--- config.mk ---
export PLATFORM = sky130hd
export DESIGN_NAME = scan_timing_gen_flat
export DESIGN_NICKNAME = d
export VERILOG_FILES = /design/src/rtl/ogege_video_pkg.sv /design/src/rtl/scan_timing_gen_if.sv /design/src/rtl/scan_axis_counter.sv /design/src/rtl/scan_timing_gen.sv /design/src/flat_wrapper.sv
export SDC_FILE = /design/constraint.sdc
export NUM_CORES = 1
export LEC_CHECK = 0
export ABC_AREA = 1
export CORE_ASPECT_RATIO = 0.5
export CORE_MARGIN = 1
export CORE_UTILIZATION = 55
export CTS_CLUSTER_DIAMETER = 100
export DETAILED_ROUTE_END_ITERATION = 6
export MAX_ROUTING_LAYER = met4
export PLACE_DENSITY = 0.82
export SYNTH_ARGS = -nofsm -noshare
export SYNTH_HDL_FRONTEND = slang
export SYNTH_HIERARCHICAL = 1
export SYNTH_SLANG_ARGS = --single-unit
--- constraint.sdc ---
create_clock -name clk_i -period 3.1 [get_ports clk_i]
set_clock_uncertainty 0.05 [all_clocks]
set_input_delay 0.62 -clock clk_i [delete_from_list [all_inputs] [get_ports clk_i]]
set_output_delay 0.62 -clock clk_i [all_outputs]
set_load 0.005 [all_outputs]
--- src/rtl/ogege_video_pkg.sv ---
// ogege_video_pkg: shared 640x480@60 timing defaults and pixel/line replication encoding.
package ogege_video_pkg;
   localparam int DEF_H_ACTIVE = 640;
   localparam int DEF_H_FP     = 16;
   localparam int DEF_H_SYNC   = 96;
   localparam int DEF_H_BP     = 48;
   localparam int DEF_V_ACTIVE = 480;
   localparam int DEF_V_FP     = 10;
   localparam int DEF_V_SYNC   = 2;
   localparam int DEF_V_BP     = 33;

   typedef enum logic [1:0] {
      SCALE_X1  = 2'b00,
      SCALE_X2  = 2'b01,
      SCALE_X4  = 2'b10,
      SCALE_RSV = 2'b11
   } scale_e;

   // The reserved code falls back to x1.
   function automatic logic [2:0] scale_rep(input logic [1:0] code);
      return code == SCALE_X2 ? 3'd2 : code == SCALE_X4 ? 3'd4 : 3'd1;
   endfunction
endpackage

--- src/rtl/scan_timing_gen_if.sv ---
// scan_timing_gen_if: pixel strobe, replication controls and aligned scan outputs.
interface scan_timing_gen_if #(
   parameter int HSZ    = 10,
   parameter int VSZ    = 10,
   parameter int COL_SZ = 7,
   parameter int ROW_SZ = 6,
   parameter int FC_SZ  = 8
);
   logic              i_pix_en;
   logic [1:0]        i_scale_x;
   logic [1:0]        i_scale_y;
   logic [HSZ-1:0]    o_hcount;
   logic [VSZ-1:0]    o_vcount;
   logic              o_de;
   logic              o_hsync;
   logic              o_vsync;
   logic [3:0]        o_glyph_col;
   logic [3:0]        o_glyph_row;
   logic [COL_SZ-1:0] o_text_col;
   logic [ROW_SZ-1:0] o_text_row;
   logic              o_line_start;
   logic              o_frame_start;
   logic [FC_SZ-1:0]  o_frame_count;

   modport master (
      input  i_pix_en, i_scale_x, i_scale_y,
      output o_hcount, o_vcount, o_de, o_hsync, o_vsync, o_glyph_col, o_glyph_row,
             o_text_col, o_text_row, o_line_start, o_frame_start, o_frame_count
   );

   modport slave (
      output i_pix_en, i_scale_x, i_scale_y,
      input  o_hcount, o_vcount, o_de, o_hsync, o_vsync, o_glyph_col, o_glyph_row,
             o_text_col, o_text_row, o_line_start, o_frame_start, o_frame_count
   );
endinterface

--- src/rtl/scan_axis_counter.sv ---
// scan_axis_counter: one scan axis - position, sync decode, replication, glyph and text counters.
module scan_axis_counter #(
   parameter int CSZ    = 10,
   parameter int ACTIVE = 640,
   parameter int FP     = 16,
   parameter int SYNC   = 96,
   parameter int BP     = 48,
   parameter int CELL   = 8,
   parameter int TSZ    = 7,
   parameter bit POL    = 1'b0
) (
   input  logic           clk_i,
   input  logic           rstn_i,
   input  logic           step,
   input  logic [2:0]     rep,
   output logic [CSZ-1:0] count,
   output logic           act_nxt,
   output logic           sync,
   output logic           wrap,
   output logic [3:0]     glyph,
   output logic [TSZ-1:0] text
);
   localparam int TOTAL = ACTIVE + FP + SYNC + BP;
   localparam logic [CSZ:0]   A_END = (CSZ+1)'(ACTIVE);
   localparam logic [CSZ:0]   S_BEG = (CSZ+1)'(ACTIVE + FP);
   localparam logic [CSZ:0]   S_END = (CSZ+1)'(ACTIVE + FP + SYNC);
   localparam logic [CSZ-1:0] LAST  = CSZ'(TOTAL - 1);
   localparam logic [3:0]     G_LAST = 4'(CELL - 1);

   logic [CSZ-1:0] nxt;
   logic [2:0]     rx;
   logic           rx_wrap;
   logic           in_sync;

   // Decode is done on the next position so every flop describes the same pixel.
   always_comb begin
      wrap    = step && count == LAST;
      nxt     = wrap ? '0 : count + CSZ'(step);
      act_nxt = {1'b0, nxt} < A_END;
      in_sync = {1'b0, nxt} >= S_BEG && {1'b0, nxt} < S_END;
      rx_wrap = rx == rep - 3'd1;
   end

   always_ff @(posedge clk_i or negedge rstn_i) begin
      if (!rstn_i) begin
         count <= LAST;
         sync  <= ~POL;
         rx    <= '0;
         glyph <= '0;
         text  <= '0;
      end else if (step) begin
         count <= nxt;
         sync  <= in_sync ? POL : ~POL;
         if (wrap) begin
            rx    <= '0;
            glyph <= '0;
            text  <= '0;
         end else if (act_nxt) begin
            rx <= rx_wrap ? '0 : rx + 3'd1;
            if (rx_wrap) begin
               glyph <= glyph == G_LAST ? '0 : glyph + 4'd1;
               if (glyph == G_LAST) text <= text + TSZ'(1);
            end
         end
      end
   end
endmodule

--- src/rtl/scan_timing_gen.sv ---
// scan_timing_gen: programmable raster timing with character-cell coordinates and 1x/2x/4x replication,
// all outputs registered and aligned to the pixel on o_hcount/o_vcount.
module scan_timing_gen
   import ogege_video_pkg::*;
#(
   parameter int HSZ      = 10,
   parameter int VSZ      = 10,
   parameter int H_ACTIVE = DEF_H_ACTIVE,
   parameter int H_FP     = DEF_H_FP,
   parameter int H_SYNC   = DEF_H_SYNC,
   parameter int H_BP     = DEF_H_BP,
   parameter int V_ACTIVE = DEF_V_ACTIVE,
   parameter int V_FP     = DEF_V_FP,
   parameter int V_SYNC   = DEF_V_SYNC,
   parameter int V_BP     = DEF_V_BP,
   parameter bit HS_POL   = 1'b0,
   parameter bit VS_POL   = 1'b0,
   parameter int CELL_W   = 8,
   parameter int CELL_H   = 8,
   parameter int COL_SZ   = 7,
   parameter int ROW_SZ   = 6,
   parameter int FC_SZ    = 8
) (
   input  logic clk_i,
   input  logic rstn_i,
   scan_timing_gen_if.master vif
);
   if (H_ACTIVE + H_FP + H_SYNC + H_BP > 2 ** HSZ) begin : g_h_range
      $error("scan_timing_gen: H_TOTAL does not fit in HSZ bits");
   end
   if (V_ACTIVE + V_FP + V_SYNC + V_BP > 2 ** VSZ) begin : g_v_range
      $error("scan_timing_gen: V_TOTAL does not fit in VSZ bits");
   end

   logic [2:0] rep_x, rep_y;
   logic       h_wrap, v_wrap, h_act_nxt, v_act_nxt;

   scan_axis_counter #(
      .CSZ(HSZ), .ACTIVE(H_ACTIVE), .FP(H_FP), .SYNC(H_SYNC), .BP(H_BP),
      .CELL(CELL_W), .TSZ(COL_SZ), .POL(HS_POL)
   ) u_h (
      .clk_i(clk_i), .rstn_i(rstn_i), .step(vif.i_pix_en), .rep(rep_x),
      .count(vif.o_hcount), .act_nxt(h_act_nxt), .sync(vif.o_hsync), .wrap(h_wrap),
      .glyph(vif.o_glyph_col), .text(vif.o_text_col)
   );

   // The vertical axis steps once per line, on the horizontal wrap.
   scan_axis_counter #(
      .CSZ(VSZ), .ACTIVE(V_ACTIVE), .FP(V_FP), .SYNC(V_SYNC), .BP(V_BP),
      .CELL(CELL_H), .TSZ(ROW_SZ), .POL(VS_POL)
   ) u_v (
      .clk_i(clk_i), .rstn_i(rstn_i), .step(h_wrap), .rep(rep_y),
      .count(vif.o_vcount), .act_nxt(v_act_nxt), .sync(vif.o_vsync), .wrap(v_wrap),
      .glyph(vif.o_glyph_row), .text(vif.o_text_row)
   );

   // Scales are taken at frame entry; the axis counters clear on that same step.
   always_ff @(posedge clk_i or negedge rstn_i) begin
      if (!rstn_i) begin
         rep_x             <= 3'd1;
         rep_y             <= 3'd1;
         vif.o_de          <= 1'b0;
         vif.o_line_start  <= 1'b0;
         vif.o_frame_start <= 1'b0;
         vif.o_frame_count <= '0;
      end else begin
         vif.o_de          <= h_act_nxt && v_act_nxt;
         vif.o_line_start  <= h_wrap;
         vif.o_frame_start <= v_wrap;
         if (v_wrap) begin
            rep_x             <= scale_rep(vif.i_scale_x);
            rep_y             <= scale_rep(vif.i_scale_y);
            vif.o_frame_count <= vif.o_frame_count + FC_SZ'(1);
         end
      end
   end
endmodule

--- src/flat_wrapper.sv ---
// flat-port wrapper written by rule: the top's interface ports become plain ports
module scan_timing_gen_flat import ogege_video_pkg::*;
#(
   parameter int HSZ      = 10,
   parameter int VSZ      = 10,
   parameter int H_ACTIVE = DEF_H_ACTIVE,
   parameter int H_FP     = DEF_H_FP,
   parameter int H_SYNC   = DEF_H_SYNC,
   parameter int H_BP     = DEF_H_BP,
   parameter int V_ACTIVE = DEF_V_ACTIVE,
   parameter int V_FP     = DEF_V_FP,
   parameter int V_SYNC   = DEF_V_SYNC,
   parameter int V_BP     = DEF_V_BP,
   parameter bit HS_POL   = 1'b0,
   parameter bit VS_POL   = 1'b0,
   parameter int CELL_W   = 8,
   parameter int CELL_H   = 8,
   parameter int COL_SZ   = 7,
   parameter int ROW_SZ   = 6,
   parameter int FC_SZ    = 8
)
  (clk_i, rstn_i, vif_i_pix_en, vif_i_scale_x, vif_i_scale_y, vif_o_hcount, vif_o_vcount, vif_o_de, vif_o_hsync, vif_o_vsync, vif_o_glyph_col, vif_o_glyph_row, vif_o_text_col, vif_o_text_row, vif_o_line_start, vif_o_frame_start, vif_o_frame_count);
  scan_timing_gen_if #(.HSZ(HSZ), .VSZ(VSZ), .COL_SZ(COL_SZ), .ROW_SZ(ROW_SZ), .FC_SZ(FC_SZ)) vif_i ();
  input  logic clk_i;
  input  logic rstn_i;
  input wire logic [$bits(vif_i.i_pix_en)-1:0] vif_i_pix_en;
  input wire logic [$bits(vif_i.i_scale_x)-1:0] vif_i_scale_x;
  input wire logic [$bits(vif_i.i_scale_y)-1:0] vif_i_scale_y;
  output wire logic [$bits(vif_i.o_hcount)-1:0] vif_o_hcount;
  output wire logic [$bits(vif_i.o_vcount)-1:0] vif_o_vcount;
  output wire logic [$bits(vif_i.o_de)-1:0] vif_o_de;
  output wire logic [$bits(vif_i.o_hsync)-1:0] vif_o_hsync;
  output wire logic [$bits(vif_i.o_vsync)-1:0] vif_o_vsync;
  output wire logic [$bits(vif_i.o_glyph_col)-1:0] vif_o_glyph_col;
  output wire logic [$bits(vif_i.o_glyph_row)-1:0] vif_o_glyph_row;
  output wire logic [$bits(vif_i.o_text_col)-1:0] vif_o_text_col;
  output wire logic [$bits(vif_i.o_text_row)-1:0] vif_o_text_row;
  output wire logic [$bits(vif_i.o_line_start)-1:0] vif_o_line_start;
  output wire logic [$bits(vif_i.o_frame_start)-1:0] vif_o_frame_start;
  output wire logic [$bits(vif_i.o_frame_count)-1:0] vif_o_frame_count;
  assign vif_i.i_pix_en = vif_i_pix_en;
  assign vif_i.i_scale_x = vif_i_scale_x;
  assign vif_i.i_scale_y = vif_i_scale_y;
  assign vif_o_hcount = vif_i.o_hcount;
  assign vif_o_vcount = vif_i.o_vcount;
  assign vif_o_de = vif_i.o_de;
  assign vif_o_hsync = vif_i.o_hsync;
  assign vif_o_vsync = vif_i.o_vsync;
  assign vif_o_glyph_col = vif_i.o_glyph_col;
  assign vif_o_glyph_row = vif_i.o_glyph_row;
  assign vif_o_text_col = vif_i.o_text_col;
  assign vif_o_text_row = vif_i.o_text_row;
  assign vif_o_line_start = vif_i.o_line_start;
  assign vif_o_frame_start = vif_i.o_frame_start;
  assign vif_o_frame_count = vif_i.o_frame_count;
  scan_timing_gen #(.HSZ(HSZ), .VSZ(VSZ), .H_ACTIVE(H_ACTIVE), .H_FP(H_FP), .H_SYNC(H_SYNC), .H_BP(H_BP), .V_ACTIVE(V_ACTIVE), .V_FP(V_FP), .V_SYNC(V_SYNC), .V_BP(V_BP), .HS_POL(HS_POL), .VS_POL(VS_POL), .CELL_W(CELL_W), .CELL_H(CELL_H), .COL_SZ(COL_SZ), .ROW_SZ(ROW_SZ), .FC_SZ(FC_SZ)) u_core (.clk_i(clk_i), .rstn_i(rstn_i), .vif(vif_i));
endmodule
==> results.txt, run 1 <==
- Portion of the clock cycle consumed by the worst path in the final layout: 0.894
- Total Die Area: 0.00803 mm2
* Total Nets Final: 638
- Data arrives at the worst endpoint at 2.99 ns.
- Yosys mapped a number of flops with a built-in enable equal to 0.
- Total core area: 0.00738 mm2
* Post-Route Hold Slack: 0.257 ns
- In this run the worst path has a maximum fanout of 15.
- Yosys mapped the design onto 41 distinct sky130hd cell types.
- The analysis attributes to cell leakage a power of 0.00267 uW.
- Number of global-route vias before repair: 3,437
- Power per cell area: 458 mW/mm2
- The count of final hold-check violations came to 0.
- Setup slack closes at 0.329 ns.
- The clock passes through at most 2 buffers.
- The worst register-to-register path has a setup slack of 0.51 ns.
- In this run the horizontal extent of the chip is 126 um.
- The number of antenna violations at the first check in global routing is 0.
- Kind of critical path: input pin to flop
- Clock tree synthesis inserted a total of 9 buffers.
- The count of final max-slew check failures is 0.
- In this run the clock root is driven by a sky130_fd_sc_hd__clkbuf_16.
* Max VDD drop: 0.304 mV
* Antenna-violating nets left: 0
- The worst path in the final design needs a cycle of 2.77 ns, including I/O delays and setup.
- Together, buffers and inverters on the worst path number 3.
* Initial DRT Pass Iterations: 4
- Max transition margin: 0.741
* Transition at the pin with the smallest max-transition slack: 0.388 ns
* Primary FF master, synth: sky130_fd_sc_hd__dfrtp_1
* Number of nets in the synthesized netlist: 571
- In the final layout, the share of cells above drive strength 1 is 0.149.
- The number of antenna diodes in the final layout is 0.
- In the routed layout, each cell is associated on average with a via count of 5.19.
- The run finished with clean final reports.
- Warning count from the yosys run: 6
- The slowest stage of the critical path is the sky130_fd_sc_hd__clkdlybuf4s50_1 cell.
- Routability congestion estimate from global placement: 0.856
* RSZ-0062 raised after global routing: false
* Share of the yosys chip area belonging to registers: 0.396
- After detailed routing, the number of remaining DRC violations is 0.
* Layout overhead on the synthesized area: 23.0%
* Worst reg2reg path startpoint: u_core/u_h/count[8]
- Max-cap violations in this run came to 0.
- Crit path from: vif_i_pix_en
- Summed over all layers, the global routing overflow is 0.
- Most frequent standard cell in the layout excluding fill and tap cells: sky130_fd_sc_hd__nand2_1
- CP endpoint kind: flop
* Worst r2r dst: u_core/u_v/glyph[2]
* Die outline height: 63.9 um
* CP Launch Type: input pin
- Number of placement rows: 22
- Estimated wirelength of the detail-placed design: 6090 um
* Fmax: 361 MHz
* Input/output buffers: 60
- CP delay by family, top: simple AND/OR/NAND/NOR gates
- Counting flops with an async set or reset pin after synthesis yields a share of 1.00.
- Resized cells post-CTS: 0
- Clock-pin slew was measured on the worst setup and hold paths at 0.05 ns.
* Synthesized area: 0.00421 mm2
* Clock latency reported for the late side of the worst-skew pair: 0.33 ns
- Endpoint required time on the critical path: 3.32 ns
- Clock net sink count: 66
* CP dominant cell by count: sky130_fd_sc_hd__nand2_1
- Flop and latch count out of synthesis: 66
- Dividing the detail-routed wire length by the instance count gives 12.2 um.
* Pin count of the biggest net entering global routing: 67
- Logic depth of the worst register-to-register path: 16
- The top cell types in the final layout, fill and taps aside, are sky130_fd_sc_hd__nand2_1, sky130_fd_sc_hd__inv_1, sky130_fd_sc_hd__clkdlybuf4s50_1.
* Number of setup violations in the final report: 0
* Overall Global Routing Usage: 0.249
* Total Routed Length: 8740 um
- Clock tree from TritonCTS: yes
* Hold/Removal Path Class: input pin to asynchronous set/reset pin
- Total setup buffers inserted after CTS: 0
- For this run, the slowest stage of the critical path takes 0.50 ns.
- Ordered cell list for the critical path: clkdlybuf4s50_1, inv_1, nor2_1, nand3_2, inv_2, ha_1, ha_1, nand2_1, nor2_4, nand2_1, nand2_1, nand2_1, nor2_2, nand2_4, nand3_1, nand2_1, nand2_1
- Vias after detailed routing: 3,709
- Effective utilization at floorplan: 0.571
* First-pass GRT wire length: 15,600 um
- Cts hold-fix bufs: 0
- Place WS: 0.0691 ns
- Cell count after synthesis: 547
- The detailed router finished its first iteration with 255 violations.
- Count of H-tree levels built during CTS: 3
- Top-Level Pins: 61
- After routing, the total negative slack on setup checks comes to 0 ns.
- Mean instance size in the synthesized netlist: 7.70 um2
layout make-up:
| class | instances | area (um2) |
|---|---|---|
| multi-input cells | 395 | 2170 |
| clock inverters | 6 | 33.8 |
| inverters | 74 | 288 |
| flip-flops and latches | 66 | 1670 |
| clock buffers | 10 | 229 |
| well taps | 96 | 120 |
| fillers | 576 | 2200 |
| repair buffers | 68 | 668 |
state kept, by name, summed over array words and instances (netlist names), 3 cells and up:
register and count:
u_core/u_h/count 10, u_core/u_v/count 10, u_core/vif.o_frame_count 8, u_core/u_h/text 7, u_core/u_v/text 6, u_core/u_h/glyph 4, u_core/u_v/glyph 4, u_core/rep_x 3
u_core/rep_y 3, u_core/u_h/rx 3, u_core/u_v/rx 3
cell families (layout without fill, tap and decap cells):
| kind of cell | after synthesis | after routing | synth area share |
|---|---|---|---|
| AND/OR/NAND/NOR | 323 | 323 | 0.372 |
| adder cells (fa/ha/maj) | 17 | 17 | 0.0505 |
| multiplexers | 7 | 7 | 0.0187 |
| XOR/XNOR | 15 | 15 | 0.0312 |
| buffers and inverters | 86 | 158 | 0.0882 |
| flip-flops | 66 | 66 | 0.396 |
| AO/OA/AOI/OAI | 33 | 33 | 0.0431 |
cells in the mapped netlist, types with 4 or more instances:
cell type | instances | area, um2
sky130_fd_sc_hd__nor3_1 | 5 | 25.0
sky130_fd_sc_hd__nor2_1 | 45 | 169
sky130_fd_sc_hd__nand3_2 | 6 | 60.1
sky130_fd_sc_hd__o21ai_1 | 6 | 30.0
sky130_fd_sc_hd__nor2_2 | 6 | 37.5
sky130_fd_sc_hd__nand4_1 | 27 | 169
sky130_fd_sc_hd__o21ai_0 | 15 | 75.1
sky130_fd_sc_hd__xnor2_1 | 5 | 43.8
sky130_fd_sc_hd__xor2_1 | 10 | 87.6
sky130_fd_sc_hd__mux2_2 | 7 | 78.8
sky130_fd_sc_hd__inv_2 | 7 | 26.3
sky130_fd_sc_hd__nand2_2 | 7 | 43.8
sky130_fd_sc_hd__nand2_4 | 4 | 45.0
sky130_fd_sc_hd__clkbuf_1 | 4 | 15.0
sky130_fd_sc_hd__ha_1 | 17 | 213
sky130_fd_sc_hd__dfrtp_1 | 52 | 1300
sky130_fd_sc_hd__nand3_1 | 34 | 170
sky130_fd_sc_hd__a21oi_1 | 6 | 30.0
sky130_fd_sc_hd__dfstp_2 | 14 | 368
sky130_fd_sc_hd__nand2_1 | 170 | 638
sky130_fd_sc_hd__buf_6 | 4 | 45.0
sky130_fd_sc_hd__inv_1 | 64 | 240
sky130_fd_sc_hd__nor2_4 | 6 | 67.6
how the worst max path moves through the flow:
stage | to | slack [ns] | depth (start not counted)
3_5_place_dp | u_core/u_v/glyph[2] | 0.07 | 16
2_1_floorplan | u_core/u_v/text[0] | 0.30 | 18
4_1_cts | u_core/u_v/glyph[2] | 0.37 | 17
3_3_place_gp | u_core/u_v/glyph[3] | 0.14 | 16
5_1_grt | u_core/u_v/glyph[3] | 0.15 | 17
6_report | u_core/u_v/glyph[2] | 0.33 | 17
layer usage:
metal  global-route usage  routed length [um]  vias to the layer above  part of all wire
met5                    -                   0                        -                 0
met3               0.0620                 363                        6             0.042
met1                0.310                4090                     1733              0.47
met2                0.410                4220                       81              0.48
met4               0.0678                  74                        0            0.0085
li1                     -                   -                     1889                 -
where the power goes:
part           internal [uW]  total (uW)  switching [uW]
Sequential               955        1060             104
Clock                    534         893             359
Combinational            217         420             203
stage by stage:
step	instance area, um2	power, uW	std cells	utilization
final	5180	2370	715	0.702
after global routing	5180	2520	715	0.702
after CTS	5180	2400	715	0.702
after detailed placement	4920	1490	699	0.667
after global placement	4920	1480	699	0.667
after floorplan	4210	1290	547	-
Note: power is estimated with default switching activity, not from simulation.
==> inputs of run 2 (changes only) <==
- CORE_UTILIZATION: 55 -> 59
- PLACE_DENSITY: 0.82 -> 0.87
- clock period: 3.1 -> 3.5 ns (I/O delays scaled with it)
==> run 2 against run 1 <==
Sequential share of layout area is 0.062 points higher. Flip-flop and latch count stayed put. Largest power group unchanged. Sequential power is 11% lower. Global-route usage is 3.1 points higher. Total power is 7.7% lower. Cell area is 0.19% lower. Core utilization is 6.0 points higher. Critical path depth is 1 lower. First-iteration DRC count is 21% higher. Highest routed layer unchanged.
==> results.txt, run 2 (same netlist as run 1, synthesis figures left out) <==
- Die Span X: 122 um (-3.4%)
- The post-CTS setup buffer count was 0 (unchanged).
* Count of H-tree levels built during CTS: 3 (unchanged)
- The vertical extent of the die came to 61.8 um (-3.3%).
* Endpoint required time on the critical path: 3.68 ns (+0.36 ns)
- Final critical-path required period: 2.93 ns
- Resized cells post-CTS: 0 (unchanged)
* Total Nets Final: 636 (-0.31%)
* Number of global-route vias before repair: 3,401 (-1.0%)
* Max VDD drop: 0.248 mV (-18%)
- Total negative slack for setup checks: 0 ns (unchanged)
- The final number of setup-violating endpoints came to 0 (unchanged).
* Result of the run: finished, final reports clean
* Top-Level Pins: 61 (unchanged)
* Initial DRT Pass Iterations: 5 (+1)
- The global placement routability congestion came to 0.896 (+4.6%).
- Number of antenna violations at the first check in global routing: 0 (unchanged)
- Transition at the pin with the smallest max-transition slack: 0.730 ns (+0.342 ns)
- The critical path goes through clkdlybuf4s50_1, inv_1, nor2_1, nand3_2, inv_2, ha_1, ha_1, nand2_1, nor2_4, nand3_1, nand2_2, nor2_4, nand2_4, nand3_1, nand2_1, nand2_1.
* Total Die Area: 0.00750 mm2 (-6.6%)
- First-pass GRT wire length: 15,300 um (-1.5%)
- Clock tree synthesis selected as its root buffer the cell sky130_fd_sc_hd__clkbuf_16.
- Antenna-violating nets left: 0 (unchanged)
* CP Launch Type: input pin
- Logic depth of the worst register-to-register path: 15 (-1)
- The cell that appears most often on the critical path is sky130_fd_sc_hd__nand2_1.
- The leakage power of the design is 0.00266 uW (-0.54%).
- Max-slew violations: 0 (unchanged)
- The max-slew headroom at the worst pin was 0.513 (-0.228).
- The final standard cell utilization of the core was 0.763 (+0.0605).
* Cts hold-fix bufs: 0 (unchanged)
- The worst-path maximum fanout came to 15 (unchanged).
- Portion of the clock cycle consumed by the worst path in the final layout: 0.836
* Commonest non-fill, non-tap cells in the layout: sky130_fd_sc_hd__nand2_1, sky130_fd_sc_hd__inv_1, sky130_fd_sc_hd__clkdlybuf4s50_1
- Among all stages on the critical path, the largest delay is contributed by sky130_fd_sc_hd__clkdlybuf4s50_1.
- Final routed wire length divided by cell count: 13.3 um (+8.7%)
- The power density over the cells was 424 mW/mm2 (-7.5%).
* RSZ-0062 raised after global routing: false
- Critical path arrival: 3.10 ns (+0.11 ns)
- The initial core utilization was 0.621 (+0.0504).
- Total core area: 0.00678 mm2 (-8.1%)
- The maximum root-to-sink buffer count is 2 (unchanged).
- The total length of routed wires is 9420 um (+7.8%).
- CP endpoint kind: flop
* Estimated wirelength of the detail-placed design: 6440 um (+5.8%)
* Number of placement rows: 21 (-4.5%)
* Kind of critical path: input pin to flop
- The clock latency at the later pin of the worst-skew pair came to 0.34 ns (about the same).
- Remaining global-route overflow: 0 (unchanged)
- Diode count: 0 (unchanged)
- Vias/cell: 5.35 (+3.1%)
- The clock-pin slew reported for the worst setup and hold paths after clock tree synthesis was 0.05 ns (about the same).
* Max-cap violations: 0 (unchanged)
* DRC Markers: 0 (unchanged)
* Clock net sink count: 66 (unchanged)
- The largest registers in the layout are u_core/u_h/count: 10 flops, u_core/u_v/count: 10 flops, u_core/vif.o_frame_count: 8 flops.
- Iteration-0 DRC count of the detailed router: 308 (+21%)
- Overall Global Routing Usage: 0.281 (+0.0312)
- Fmax: 342 MHz
* Hold/Removal Path Class: input pin to asynchronous set/reset pin
- Number of failing hold endpoints at the final stage: 0 (unchanged)
- Leaving out fill and tap cells, the most frequent cell in the layout is sky130_fd_sc_hd__nand2_1.
- The maximum single-stage delay on the critical path was 0.47 ns (-0.03 ns).
- TritonCTS built the clock tree.
* Layout overhead on the synthesized area: 22.7%
* Inserted Clock Buffers: 9 (unchanged)
- The share of final-layout standard cells stronger than drive strength 1 came to 0.143 (-0.00600).
- The routed via count came to 3,791 (+2.2%).
* Pin count of the biggest net entering global routing: 33 (-51%)
* Input/output buffers: 60 (unchanged)
-- run 2: cell types whose count changed in the layout (fill, tap and decap cells not counted), sizes merged --
| cell | before | now |
|---|---|---|
| clkbuf | 10 | 15 |
| clkinv | 8 | 2 |
| buf | 9 | 7 |
| clkinvlp | 0 | 1 |
-- run 2: report_power, final --
part,total [uW],internal (uW),switching [uW]
clock,865,538,327
combinational,382,192,191
sequential,943,846,96.7
total,2190,1580,614
-- run 2: critical path, delay by kind of cell --
kind                       cells  cell delay (ns)
adders and majority gates      2             0.46
buffers and inverters          3             0.66
and+or+nand+nor               11             1.28
-- run 2: worst paths after layout --
| path | start | to | slack, ns |
|---|---|---|---|
| min in group clk_i | u_core/vif.o_frame_count[7] | u_core/vif.o_frame_count[7] | 0.45 |
| max in group asynchronous | rstn_i | u_core/u_v/count[9] | 2.21 |
| worst max-delay path | vif_i_pix_en | u_core/u_v/glyph[3] | 0.57 |
| worst max register to register | u_core/u_h/count[4] | u_core/u_v/glyph[3] | 0.77 |
| worst min-delay path | rstn_i | u_core/u_h/text[1] | 0.37 |
| worst min register to register | u_core/vif.o_frame_count[7] | u_core/vif.o_frame_count[7] | 0.45 |
-- run 2: final cells by class --
class,count,area (um2)
Sequential cell,66,1670
Tap cell,92,115
Timing Repair Buffer,66,641
Clock buffer,15,278
Fill cell,506,1610
Inverter,74,288
Clock inverter,1,7.51
Multi-Input combinational cell,395,2170
-- run 2: stage by stage --
step / cells / hold slack [ns] / setup slack, ns / cell area [um2] / power (uW)
CTS: 709 / 0.388 / 0.585 / 5170 / 2200
finish: 709 / 0.373 / 0.575 / 5170 / 2190
detailed placement: 693 / 0.439 / 0.254 / 4880 / 1330
global placement: 693 / 0.429 / 0.351 / 4880 / 1310
global route: 709 / 0.426 / 0.317 / 5170 / 2300
floorplan: 547 / 0.354 / 0.620 / 4210 / 1140
-- run 2: layer usage --
layer	GRT usage	part of all wire	up-vias
met5	-	0	-
met3	0.0766	0.055	11
met1	0.334	0.44	1777
li1	-	-	1877
met2	0.475	0.49	126
met4	0.0917	0.013	0
==> inputs of run 3 (changes only) <==
- CORE_UTILIZATION: 59 -> 50
- PLACE_DENSITY: 0.87 -> 0.78
- clock period: 3.5 -> 2.5 ns (I/O delays scaled with it)
==> run 3 against run 2 <==
Sequential share of layout area is 2.5 points lower. Combinational power is 82% higher. Cell count is 8.7% higher. Die area is 18% higher. Clock power is 35% higher. Global-route usage is 4.4 points lower. Routed wire length is 2.7% higher. Cell area is 8.4% higher. Non-clock buffer count is 41 higher. Worst setup slack worse by 0.42 ns. Flip-flop and latch count stayed put. Critical path type is now flop to flop.
==> results.txt, run 3 (same netlist as run 1, synthesis figures left out) <==
- Largest registers ranked by flip-flop count: u_core/u_h/count: 10 flops, u_core/u_v/count: 10 flops, u_core/vif.o_frame_count: 8 flops
* Hold/Removal Path Class: input pin to asynchronous set/reset pin
- The global-route congestion overflow total is 0 (unchanged).
* Area taken by flip-flops and latches: 0.00167 mm2 (unchanged)
- Walking the worst path, the cells encountered are nand2_1, nor2_4, nand3_4, clkinv_4, ha_4, buf_4, nand3_2, nor2_2, nand2_1, nand2_1, nor2_4, nand2_4, inv_2, a31oi_1, nand2_1, inv_1.
* Reg2reg setup slack: 0.16 ns (-0.61 ns)
- Max transition margin: 0.645 (+0.132)
- The maximum number of pins on one net before global-route repair came to 34 (+3.0%).
- The maximum single-stage delay on the critical path is 0.54 ns (+0.07 ns).
* Number of global-route vias before repair: 3,511 (+3.2%)
* Area taken by multi-input logic gates: 0.00225 mm2 (+3.6%)
- The clock latency at the later pin of the worst-skew pair is 0.34 ns (about the same).
- Total Nets Final: 678 (+6.6%)
- Total Die Area: 0.00882 mm2 (+18%)
- Most crowded layer after global routing: met2
- Layout overhead on the synthesized area: 33.1%
* Input/output buffers: 60 (unchanged)
* Number of failing hold endpoints at the final stage: 0 (unchanged)
* Iteration-0 DRC count of the detailed router: 202 (-34%)
* Kind of critical path: flop to flop
- Vias after detailed routing: 3,890 (+2.6%)
* Effective utilization at floorplan: 0.521 (-0.100)
- Commonest non-fill, non-tap cells in the layout: sky130_fd_sc_hd__nand2_1, sky130_fd_sc_hd__inv_1, sky130_fd_sc_hd__clkdlybuf4s50_1
- The number of standard-cell rows in the floorplan is 23 (+9.5%).
- The half-perimeter wire length after detailed placement came to 6810 um (+5.8%).
- Max-cap violations: 0 (unchanged)
- The peak supply drop came to 0.433 mV (+74%).
- The boundary pin count is 61 (unchanged).
- CP Launch Type: flop
* Count of H-tree levels built during CTS: 3 (unchanged)
- The mean number of vias per cell came to 5.05 (-5.6%).
- DRC Markers: 0 (unchanged)
* Fmax: 427 MHz
* Max-slew violations: 0 (unchanged)
- Inserted Clock Buffers: 9 (unchanged)
- The placed cell count came to 749 (+8.1%).
- Critical path arrival: 2.57 ns (-0.53 ns)
* Maximum clock path buffer count: 2 (unchanged)
* Static leakage: 0.00287 uW (+7.9%)
- The number of cells on the worst reg-to-reg path was 16 (+1).
* Worst r2r dst: u_core/vif.o_de
- The worst-path maximum fanout is 8 (-7).
- Most frequent standard cell in the layout excluding fill and tap cells: sky130_fd_sc_hd__nand2_1
- Routability congestion estimate from global placement: 0.879 (-1.8%)
- The detailed-route wire length per cell was 12.6 um (-5.5%).
- Endpoint required time on the critical path: 2.73 ns (-0.95 ns)
- Final setup margin: 0.158 ns (-0.417 ns)
* Master cell of the clock root buffer: sky130_fd_sc_hd__clkbuf_16
- TritonCTS built the clock tree.
- Of the available clock period, the critical path in the final layout requires 0.937.
* Clock net sink count: 66 (unchanged)
- The iteration count of the initial detailed-routing pass came to 4 (-1).
- The count of placed standard cells in the final layout, fillers left out came to 771 (+8.7%).
- The clock-pin slew reported for the worst setup and hold paths after clock tree synthesis was 0.05 ns (about the same).
- The worst setup path is captured at a flop.
- The share of final-layout standard cells stronger than drive strength 1 is 0.214 (+0.0713).
- First-pass GRT wire length: 15,800 um (+3.4%)
- The power density over the cells came to 559 mW/mm2 (+32%).
* Diode count: 0 (unchanged)
- The post-cts hold buffer count is 0 (unchanged).
- The total stage count of the critical path came to 16 (unchanged).
- On the critical path, the stage with the largest delay is an instance of sky130_fd_sc_hd__dfstp_2.
- Met1 routing resource usage after global routing: 0.274 (-0.0597)
- CP dominant cell by count: sky130_fd_sc_hd__nand2_1
* Die Span X: 132 um (+8.5%)
- Number of setup violations in the final report: 0 (unchanged)
- The worst register-to-register path begins at u_core/u_h/count[0].
* Worst Path Buf+Inv: 4 (+1)
- Fraction of met3 tracks used by global routing: 0.0594 (-0.0173)
* Total core area: 0.00809 mm2 (+19%)
* Overall Global Routing Usage: 0.236 (-0.0443)
* Die outline height: 66.9 um (+8.3%)
* Routing usage on met2: 0.401 (-0.0740)
* Result of the run: finished, final reports clean
- Filler Cells Inserted: 649 (+28%)
- Broken down by cell family, the worst path's largest delay share belongs to simple AND/OR/NAND/NOR gates.
- The total length of routed wires is 9680 um (+2.7%).
* Antenna-violating nets left: 0 (unchanged)
- Number of antenna violations at the first check in global routing: 0 (unchanged)
* Place WS: -0.331 ns (-0.586 ns)
- The worst path needs 2.34 ns of the cycle, external delays included.
- The slew at the pin closest to its max-slew limit is 0.532 ns (-0.198 ns).
- Utilization after layout: 0.693 (-0.0695)
-- run 3: cell types whose count changed in the layout (fill, tap and decap cells not counted), sizes merged --
cell	previous run	this run
clkdlybuf4s50	59	58
nand2	181	182
clkinv	2	4
buf	7	48
inv	72	71
clkbuf	15	14
dlymetal6s2s	0	1
-- run 3: area by class of cell --
cell class / instances / share of cell area
inverter: 74 / 0.0522
clock inverter: 2 / 0.00223
sequential: 66 / 0.298
tap: 112 / 0.0250
timing repair buffer: 107 / 0.174
multi-input combinational: 396 / 0.402
clock buffer: 14 / 0.0471
-- run 3: where the power goes --
group          switching [uW]  total (uW)  internal, uW
Clock                     449        1170           724
Sequential               82.5        1260          1180
Combinational             344         695           352
-- run 3: repair_timing --
item,CTS,global route
hold endpoints to repair,0,0
gates resized for setup,0,15
endpoints found under the setup margin,0,15
setup buffers,0,5
-- run 3: worst max path at each step --
stage / start / end / slack [ns]
6_report: u_core/u_h/count[0] / u_core/vif.o_de / 0.16
5_1_grt: u_core/u_h/count[0] / u_core/vif.o_de / -0.02
4_1_cts: u_core/u_h/count[9] / u_core/u_v/glyph[0] / 0.02
3_5_place_dp: vif_i_pix_en / u_core/u_v/glyph[0] / -0.33
3_3_place_gp: vif_i_pix_en / u_core/u_v/glyph[2] / -0.25
2_1_floorplan: vif_i_pix_en / u_core/u_v/text[0] / 0.01
-- run 3: per-layer routing --
metal	up-vias	wire length, um
li1	1965	-
met2	83	4660
met4	0	190
met3	18	384
met1	1824	4440
met5	-	0
-- run 3: through the flow --
stage / power (uW) / TNS [ns] / hold slack [ns] / cell area [um2]
floorplan: 1600 / 0 / 0.154 / 4250
global placement: 1920 / -3.77 / 0.424 / 5240
detailed placement: 1940 / -5.36 / 0.439 / 5240
CTS: 3140 / 0 / 0.0998 / 5520
global route: 3310 / -0.0180 / 0.130 / 5610
finish: 3130 / 0 / 0.0904 / 5610
